<file path="src/rtl/ucdp_afifo_pktwr_pkg.sv">
// Shared types for the ucdp_afifo packet writer.
package ucdp_afifo_pktwr_pkg;

    typedef enum logic [1:0] {
        IDLE       = 2'd0,
        WAIT_SPACE = 2'd1,
        BURST      = 2'd2
    } pktwr_state_t;

endpackage

</file>
<file path="src/rtl/ucdp_afifo_pktwr.sv">
// Source-domain packet writer: holds one packet until the afifo has room for all of it,
// then writes it as back-to-back beats, lowest beat first.
module ucdp_afifo_pktwr
    import ucdp_afifo_pktwr_pkg::*;
#(
    parameter int unsigned dwidth_p = 8,
    parameter int unsigned awidth_p = 4,
    parameter int unsigned beats_p  = 4,
    localparam int unsigned lwidth_p = $clog2(beats_p + 1)
) (
    input  logic                          src_clk_i,
    input  logic                          src_rst_an_i,
    input  logic                          pkt_valid_i,
    output logic                          pkt_ready_o,
    input  logic [beats_p*dwidth_p-1:0]   pkt_data_i,
    input  logic [lwidth_p-1:0]           pkt_len_i,
    output logic                          fifo_wr_en_o,
    output logic [dwidth_p-1:0]           fifo_wr_data_o,
    input  logic                          fifo_wr_full_i,
    input  logic [awidth_p-1:0]           fifo_wr_space_avail_i,
    output logic                          busy_o
);

    localparam int unsigned cwidth_p = (awidth_p > lwidth_p) ? awidth_p : lwidth_p;

    if (beats_p < 1 || beats_p > (1 << (awidth_p - 1))) begin : g_beats_check
        $fatal(1, "ucdp_afifo_pktwr: beats_p must be within 1..FIFO depth");
    end

    pktwr_state_t                state_q, state_d;
    logic [beats_p*dwidth_p-1:0] shift_q, shift_d;
    logic [lwidth_p-1:0]         cnt_q, cnt_d;
    logic [lwidth_p-1:0]         eff_len;
    logic                        space_ok;

    assign eff_len  = (pkt_len_i > lwidth_p'(beats_p)) ? lwidth_p'(beats_p) : pkt_len_i;
    assign space_ok = cwidth_p'(fifo_wr_space_avail_i) >= cwidth_p'(cnt_q);

    always_ff @(posedge src_clk_i or negedge src_rst_an_i) begin
        if (!src_rst_an_i) begin
            state_q <= IDLE;
            shift_q <= '0;
            cnt_q   <= '0;
        end else begin
            state_q <= state_d;
            shift_q <= shift_d;
            cnt_q   <= cnt_d;
        end
    end

    always_comb begin
        state_d      = state_q;
        shift_d      = shift_q;
        cnt_d        = cnt_q;
        pkt_ready_o  = 1'b0;
        fifo_wr_en_o = 1'b0;
        case (state_q)
            IDLE: begin
                pkt_ready_o = 1'b1;
                if (pkt_valid_i) begin
                    shift_d = pkt_data_i;
                    cnt_d   = eff_len;
                    // zero-length packets are consumed without leaving IDLE
                    if (eff_len != '0) begin
                        state_d = WAIT_SPACE;
                    end
                end
            end
            WAIT_SPACE: begin
                if (space_ok) begin
                    state_d = BURST;
                end
            end
            BURST: begin
                fifo_wr_en_o = ~fifo_wr_full_i;
                if (!fifo_wr_full_i) begin
                    shift_d = shift_q >> dwidth_p;
                    cnt_d   = cnt_q - lwidth_p'(1);
                    if (cnt_q == lwidth_p'(1)) begin
                        state_d = IDLE;
                    end
                end
            end
            default: state_d = IDLE;
        endcase
    end

    assign fifo_wr_data_o = shift_q[dwidth_p-1:0];
    assign busy_o         = (state_q != IDLE);

endmodule
</file>
<file path="config.mk">
export PLATFORM = sky130hd
export DESIGN_NAME = ucdp_afifo_pktwr
export DESIGN_NICKNAME = d
export VERILOG_FILES = /design/src/rtl/ucdp_afifo_pktwr_pkg.sv /design/src/rtl/ucdp_afifo_pktwr.sv
export SDC_FILE = /design/constraint.sdc
export NUM_CORES = 1
export LEC_CHECK = 0
export CORE_MARGIN = 1.5
export CORE_UTILIZATION = 53
export CTS_BUF_LIST = sky130_fd_sc_hd__clkbuf_16
export DETAILED_ROUTE_END_ITERATION = 12
export HOLD_SLACK_MARGIN = 0.1
export PLACE_DENSITY_LB_ADDON = 0.2
export SLEW_MARGIN = 25
export SYNTH_ARGS = -nofsm -noshare
export SYNTH_HDL_FRONTEND = slang
export SYNTH_SLANG_ARGS = --single-unit
export TNS_END_PERCENT = 100
</file>
<file path="constraint.sdc">
create_clock -name src_clk_i -period 2.5 [get_ports src_clk_i]
set_input_delay 0.625 -clock src_clk_i [delete_from_list [all_inputs] [get_ports src_clk_i]]
set_output_delay 0.625 -clock src_clk_i [all_outputs]
set_load 0.05 [all_outputs]
</file>
# Word-level counts from Yosys, hierarchy flattened
# Cells that the tools add are included.
classes:
  n_lt_le_gt_ge: 2
  n_addsub: 1
  n_mux: 15
  eq_ne: 8
  n_bitwise: 1
  multipliers: 0
  n_shift: 0
  div_mod_pow: 0
  reduce_logical: 6
ops:
  columns: ["op", "count"]
  rows:
  - ["2-to-1 mux 32 bit", 2]
  - ["one-hot mux 32 bit (2 select lines)", 1]
  - ["2-to-1 mux 2 bit", 5]
  - ["inequality test 2 bit (second input constant)", 5]
  - ["2-to-1 mux 3 bit", 3]
  - ["one-hot mux 2 bit (3 select lines)", 1]
  - ["one-hot mux 3 bit (2 select lines)", 1]
  - ["AND reduction 5 bit", 1]
  - [">= comparator 4 x 3 -> 1 bit", 1]
  - ["nonzero test 2 bit", 2]
  - ["equality test 3 x 1 -> 1 bit (second input constant)", 1]
  - ["greater-than comparator 3 bit (second input constant)", 1]
  - ["AND reduction 3 bit", 1]
  - ["nonzero test 3 bit", 1]
  - ["subtractor 3 x 1 -> 3 bit (second input constant)", 1]
  - ["equality test 2 x 1 -> 1 bit (second input constant)", 1]
  - ["equality test 2 bit (second input constant)", 1]
  - ["logical NOT 2 bit", 1]
  - ["2-to-1 mux 1 bit", 2]
  - ["NOT 1 bit", 1]
totals:
  reg_bits: 37
  n_memories: 0
  out_inout_bits: 11
  mem_bits_ro: 0
  ram_bits: 0
  wordCells: 36
  inputBits: 43
  latch_bits: 0

# Logic depth before layout (Yosys ltp)
# Gate-level depths: netlist of run 1.
depth:
  depth_word: 6
  mapped_depth: 6
  mapped_depth_nobuf: 5

# Worst setup path before layout of run 1
# OpenSTA, ideal clock, no wires.
synth_timing:
  kind: "reg-to-output"
  from: "reg state_q[0]"
  to: "out busy_o"
  path_buffers: 1
  slack_ps: 231
  arrival_ps: 1644
  required_ps: 1875
  stages_incl_launch_ff: 4
  path_cell_list: "dfrtp_1 buf_6 nor2_1 inv_1"
synth_between:
  elab_chain_len: 1
synth_lines:
  columns: ["element", "line_no", "rtl"]
  rows:
  - ["start: declaration", "ucdp_afifo_pktwr.sv:30", "pktwr_state_t state_q, state_d;"]
  - ["start signal: assignment", "ucdp_afifo_pktwr.sv:45", "state_q <= state_d;"]
  - ["nonzero test 2 bit", "ucdp_afifo_pktwr.sv:89", "assign busy_o = (state_q != IDLE);"]
  - ["end: declaration", "ucdp_afifo_pktwr.sv:21", "output logic busy_o"]
# Every way passes these cells.

# Worst setup path in the final report of run 1
layout_timing:
  from: "reg state_q[0]"
  to: "out fifo_wr_en_o"
layout_between:
  elab_chain_len: 2
layout_lines:
  columns: ["element", "line_no", "rtl"]
  rows:
  - ["equality test 2 bit", "ucdp_afifo_pktwr.sv:57", "case (state_q)"]
  - ["2-to-1 mux 1 bit", "ucdp_afifo_pktwr.sv:57", null]
  - ["end: declaration", "ucdp_afifo_pktwr.sv:17", "output logic fifo_wr_en_o,"]
# Every way passes these cells.

==> results of run 1 <==
-- power by group through the flow --
stage / registers, mW / logic [mW] / clock network (mW)
floorplan: 1.02 / 1.76 / 0
global placement: 1.10 / 1.89 / 0
detailed placement: 1.13 / 1.95 / 0
CTS: 1.13 / 1.97 / 0.712
global route: 1.16 / 2.06 / 0.747
finish: 1.13 / 1.94 / 0.702
-- per-stage QoR --
stage | hold WS [ps] | utilization [%]
2_1_floorplan | 329 | -
3_3_place_gp | 474 | 66.4
3_5_place_dp | 476 | 66.4
4_1_cts | 475 | 70.6
5_1_grt | 519 | 70.6
6_report | 441 | 70.6
-- routing by layer --
layer	up-vias	global-route usage [%]	part of all wire [%]
met4	0	8.16	1.7
met1	638	26.5	46
met5	-	0	0
met3	7	4.22	4.7
li1	625	-	-
met2	40	32.0	48
-- placed cells by master, fill, tap and decap left out, drive strengths merged --
cell type and instances:
o211ai 1, ha 5, nor2b 4, mux2 49
clkbuf 5, a22o 8, clkinvlp 1, o22a 2
dfrtp 37, inv 5, buf 7, mux2i 3
clkdlybuf4s50 49, nand2 3, nor2 4, clkinv 1
a211oi 2, a21oi 2, o21ai 1, bufinv 1
o31ai 1, nor3b 1, a21o 2, nand2b 5
-- kinds of logic (layout without fill, tap and decap cells) --
logic type | Yosys count | count (layout) | share of synthesized area [%]
flops | 37 | 37 | 42.7
simple gates | 17 | 17 | 5.08
fa+ha+maj | 5 | 5 | 2.89
mux | 52 | 52 | 33.8
buf+inv | 21 | 69 | 8.25
compound gates | 19 | 19 | 7.33
-- worst max-delay path, stage by stage, from the launching register on --
cell and delay (ps):
dfrtp_1 510, nand2b_1 330, nor2_1 250, buf_12 170
-- final timing paths --
kind	end	slack [ps]	from	depth (start not counted)
min	state_q[1]$_DFFE_PN0P_	440	src_rst_an_i	1
max	fifo_wr_en_o	340	state_q[0]$_DFFE_PN0P_	3
min reg2reg	cnt_q[1]$_DFFE_PN0P_	480	cnt_q[1]$_DFFE_PN0P_	1
max in group asynchronous	shift_q[23]$_DFFE_PN0P_	1540	src_rst_an_i	1
max reg2reg	shift_q[8]$_DFFE_PN0P_	600	state_q[1]$_DFFE_PN0P_	4
min in group src_clk_i	cnt_q[1]$_DFFE_PN0P_	480	cnt_q[1]$_DFFE_PN0P_	1
-- sequential cells by signal, indices dropped and copies added, names as in the netlist --
register  flops
cnt_q         3
shift_q      32
state_q       2
-- synth_stat cells (all sizes together) --
cell	n	area [um2]
nor3b	1	12.5
nor2	4	15.0
nor2b	4	32.5
clkbuf	1	3.75
mux2i	3	30.0
ha	5	62.6
a22o	8	70.1
o211ai	1	7.51
nand2b	5	38.8
nand2	3	11.3
a21o	2	15.0
dfrtp	37	926
o22a	2	17.5
a21oi	2	21.3
o31ai	1	7.51
mux2	49	702
inv	5	18.8
o21ai	1	5.00
a211oi	2	15.0
buf	15	156
-- area by class of cell --
cell class	count	area [um2]
Fill cell	262	1170
Multi-Input combinational cell	93	1060
Sequential cell	37	926
Timing Repair Buffer	56	566
Clock buffer	5	125
Tap cell	50	62.6
Clock inverter	3	41.3
Inverter	5	18.8
==> impl_metrics.yaml, run 1 <==
logic_synthesis:
  synth.avg_cell_area_um2: 14.4
  syn_inst: 151
  synth_fp_nets: 199
  yosys_register_bits: 37
  seq_area_frac_synth_pct: 42.7
  synth_cell_types: 27
  syn_area_um2: 2170
  synth_warnings: 0
sta:
  finalSetupViolCount: 0
  setup_slack_ps: 341
  max_freq_mhz: 463
  layout_min_cycle_time_ps: 2160
  rsz0062_at_grt: "false"
  skew_ps: 4.05
  drv_slew: 0
  setup_tns_ps: 0
  fin_crit_sh_pct: 86.3
  hold_violations: 0
  worst_pin_slew_ps: 819
  maxSlewHeadroom_pct: 45.4
clock_tree:
  cts.sinks: 37
  clock_path_buffers: 2
  hold_buffers: 0
  cts_inserted_buffers: 5
  clk_pin_slew_ps: 50
  clk_latency_ps: 280
  clockRootBuffer: "clkbuf_16"
  cts_tree: "done"
  htreeDepth: 2
  post-cts-setup-buffer-count: 0
  ctsResizeCount: 0
power_and_ir_drop:
  vdd_drop_max_mv: 0.857
  clkPwrFrac_pct: 18.6
  internal-power_mw: 2.44
  switching_share_pct: 35.4
  pwr-share-seq_pct: 29.9
  power_mw: 3.77
  p_per_area_nw_per_um2: 1350
  p_leak_nw: 1.29
  pwr-share-comb_pct: 51.5
  p_sw_mw: 1.34
run_status:
  status: "completed"
route:
  initialDrtViolationCount: 58
  drc: 0
  dr.pass1.iters: 4
  vias: 1310
  routedWlPerCell_um: 16.2
  ant_nets: 0
  vias_per_cell: 5.26
  drt_wl_total_mm: 4.04
grt:
  gr-total-overflow: 0
  grt_pass1_vias: 1347
  grt.total_usage_pct: 20.1
  grt_max_degree: 38
  antenna_found_initial: 0
  grt_pass1_wl_mm: 6.53
final_layout:
  fin_area_um2: 2800
  area_growth_pct: 29.3
  drive_gt1_share_pct: 32.7
  nNetsFinal: 246
  instances_no_fill: 249
  diodes: 0
critical_path:
  worstSetupPathType: "reg -> out"
  required_ps: 1880
  arrival_ps: 1530
  endpoint_kind: "output pin"
  crit_path_start_kind: "flop"
  worstPathMaxFanout: 9
floorplan:
  die_area_um2: 4480
  ios: 54
  coreArea_um2: 3970
  die_y_um: 67.0
  rows: 23
  die_w_um: 67.0
  initial_utilization_pct: 54.6
placed_design:
  placed_area_um2: 2640
  port-buffer-count: 53
  dp_hpwl_mm: 2.88
  routabilityCongestion: 0.784
  dp_cells: 241
  dp_slack_ps: 293
flow_run:
  cap_violations: 0
worst_hold_path:
  hp-class: "in -> async"
No activity file was read; power rests on OpenSTA's default activity.
==> inputs of run 2 (changes only) <==
--- a/config.mk
+++ b/config.mk
@@ -5,7 +5,7 @@
 export SDC_FILE = /design/constraint.sdc
 export NUM_CORES = 1
 export LEC_CHECK = 0
-export CORE_MARGIN = 1.5
+export CORE_MARGIN = 3
 export CORE_UTILIZATION = 53
 export CTS_BUF_LIST = sky130_fd_sc_hd__clkbuf_16
 export DETAILED_ROUTE_END_ITERATION = 12
==> run 2 against run 1 <==
Net effect:
- clock power is 3.1% lower
- critical path depth stayed put
- critical endpoint unchanged
- non-clock buffer count unchanged
- clock-buffer cell count unchanged
- global-route usage fell by 1.8 points
- core utilization rose by 3.4 points
- combinational power is essentially flat
- sequential share of layout area is 0.074 points lower
- highest routed layer unchanged
- worst hold slack improved by 5.4 ps
- setup slack better by 10 ps
- final area increased by 0.22%
- largest cell class unchanged
==> impl_metrics.yaml, run 2 (synthesis gave the netlist of run 1 again) <==
final_layout:
  drive_gt1_share_pct: 32.2
  nNetsFinal: 246
  n_fill_cell: 251
  instances_no_fill: 247
  diodes: 0
  final_cell_mix: "clkdlybuf4s50_1, mux2_4, dfrtp_1, a22o_1, mux2_2"
  final_util_pct: 73.9
  area_growth_pct: 29.5
  largest_reg_flops: 32
  regArea_um2: 926
  top_register: "shift_q"
  layout_commonest_cell: "clkdlybuf4s50_1"
  reg.largest.list: "shift_q (32), cnt_q (3), state_q (2)"
  multi_input_area_um2: 1060
grt:
  grt_pass1_vias: 1435
  gr-total-overflow: 0
  antenna_found_initial: 0
  grt_max_degree: 38
  grt.total_usage_pct: 18.3
  grt_pass1_wl_mm: 7.02
sta:
  maxSlewHeadroom_pct: 45.5
  setup_slack_ps: 351
  finalSetupViolCount: 0
  hold_violations: 0
  setup_tns_ps: 0
  rsz0062_at_grt: "false"
  skew_ps: 3.54
  fin_crit_sh_pct: 85.9
  drv_slew: 0
  layout_min_cycle_time_ps: 2150
  max_freq_mhz: 465
  worst_pin_slew_ps: 817
floorplan:
  rows: 22
  ios: 54
  die_y_um: 70.0
  die_w_um: 70.0
  coreArea_um2: 3800
  die_area_um2: 4890
  initial_utilization_pct: 57.1
critical_path:
  arrival_ps: 1520
  worstSetupPathType: "reg -> out"
  crit_path_start_kind: "flop"
  required_ps: 1880
  rrSetupSlack_ps: 560
  reg2reg_to: "shift_q[8]$_DFFE_PN0P_"
  endpoint_kind: "output pin"
  r2r_start: "state_q[1]$_DFFE_PN0P_"
  worst-r2r-cell-count: 4
  worstPathMaxFanout: 9
clock_tree:
  htreeDepth: 2
  cts_inserted_buffers: 5
  cts_tree: "done"
  clk_pin_slew_ps: 50
  ctsResizeCount: 0
  clk_latency_ps: 270
  clockRootBuffer: "clkbuf_16"
  clock_path_buffers: 2
  post-cts-setup-buffer-count: 0
  cts.sinks: 37
  hold_buffers: 0
power_and_ir_drop:
  internal-power_mw: 2.45
  vdd_drop_max_mv: 0.786
  power_mw: 3.76
  clkPwrFrac_pct: 18.1
  p_leak_nw: 1.30
  p_per_area_nw_per_um2: 1340
  switching_share_pct: 34.8
  pwr-share-comb_pct: 52.1
  p_sw_mw: 1.31
  pwr-share-seq_pct: 29.8
route:
  vias_per_cell: 5.36
  drt_wl_total_mm: 4.02
  drc: 0
  routedWlPerCell_um: 16.3
  initialDrtViolationCount: 43
  ant_nets: 0
  vias: 1324
  dr.pass1.iters: 4
worst_hold_path:
  hp-class: "in -> async"
placed_design:
  dp_slack_ps: 290
  dp_cells: 239
  port-buffer-count: 53
  routabilityCongestion: 0.822
  dp_hpwl_mm: 2.98
flow_run:
  cap_violations: 0
run_status:
  status: "completed"
==> run 2: cell types whose count changed in the layout (fill, tap and decap cells not counted) <==
cell,change
clkinvlp_4,-1
buf_4,-1
buf_12,+1
inv_1,+1
==> run 2: power by group through the flow <==
stage	combinational [mW]	clock (mW)	sequential (mW)
global route	2.09	0.729	1.17
floorplan	1.76	0	1.02
finish	1.96	0.680	1.12
global placement	1.92	0	1.10
CTS	1.98	0.698	1.12
detailed placement	1.97	0	1.13
==> run 2: area by class of cell <==
cell class                 count  area share [%]
timing repair buffer          56            20.6
inverter                       5           0.668
clock buffer                   5            4.45
tap                           48            2.14
clock inverter                 3            1.34
sequential                    37            33.0
multi-input combinational     93            37.9
==> run 2: routing by layer <==
layer,global-route usage [%],up-vias,part of all wire [%]
li1,-,622,-
met4,7.45,0,1.2
met3,5.04,4,5.8
met2,28.1,51,50
met5,0,-,0
met1,24.3,647,43
==> run 2: worst max-delay path by stage <==
| stage | slack, ps | endpoint | from |
|---|---|---|---|
| after floorplan | 230 | busy_o | state_q[0]$_DFFE_PN0P_ |
| after global placement | 320 | shift_q[8]$_DFFE_PN0P_ | fifo_wr_full_i |
| after detailed placement | 290 | shift_q[6]$_DFFE_PN0P_ | fifo_wr_full_i |
| after CTS | 340 | fifo_wr_en_o | state_q[0]$_DFFE_PN0P_ |
| after global routing | 290 | fifo_wr_en_o | state_q[0]$_DFFE_PN0P_ |
| final | 350 | fifo_wr_en_o | state_q[0]$_DFFE_PN0P_ |
==> run 2: per-stage QoR <==
step                hold WS [ps]  cell area, um2
finish                       446            2810
global route                 513            2810
CTS                          468            2810
detailed placement           483            2650
global placement             473            2650
floorplan                    329            2170
==> run 2: worst max-delay path, stage by stage (launching register included) <==
cell and delay [ps]:
dfrtp_1 510, nand2b_1 320, nor2_1 240, buf_12 170
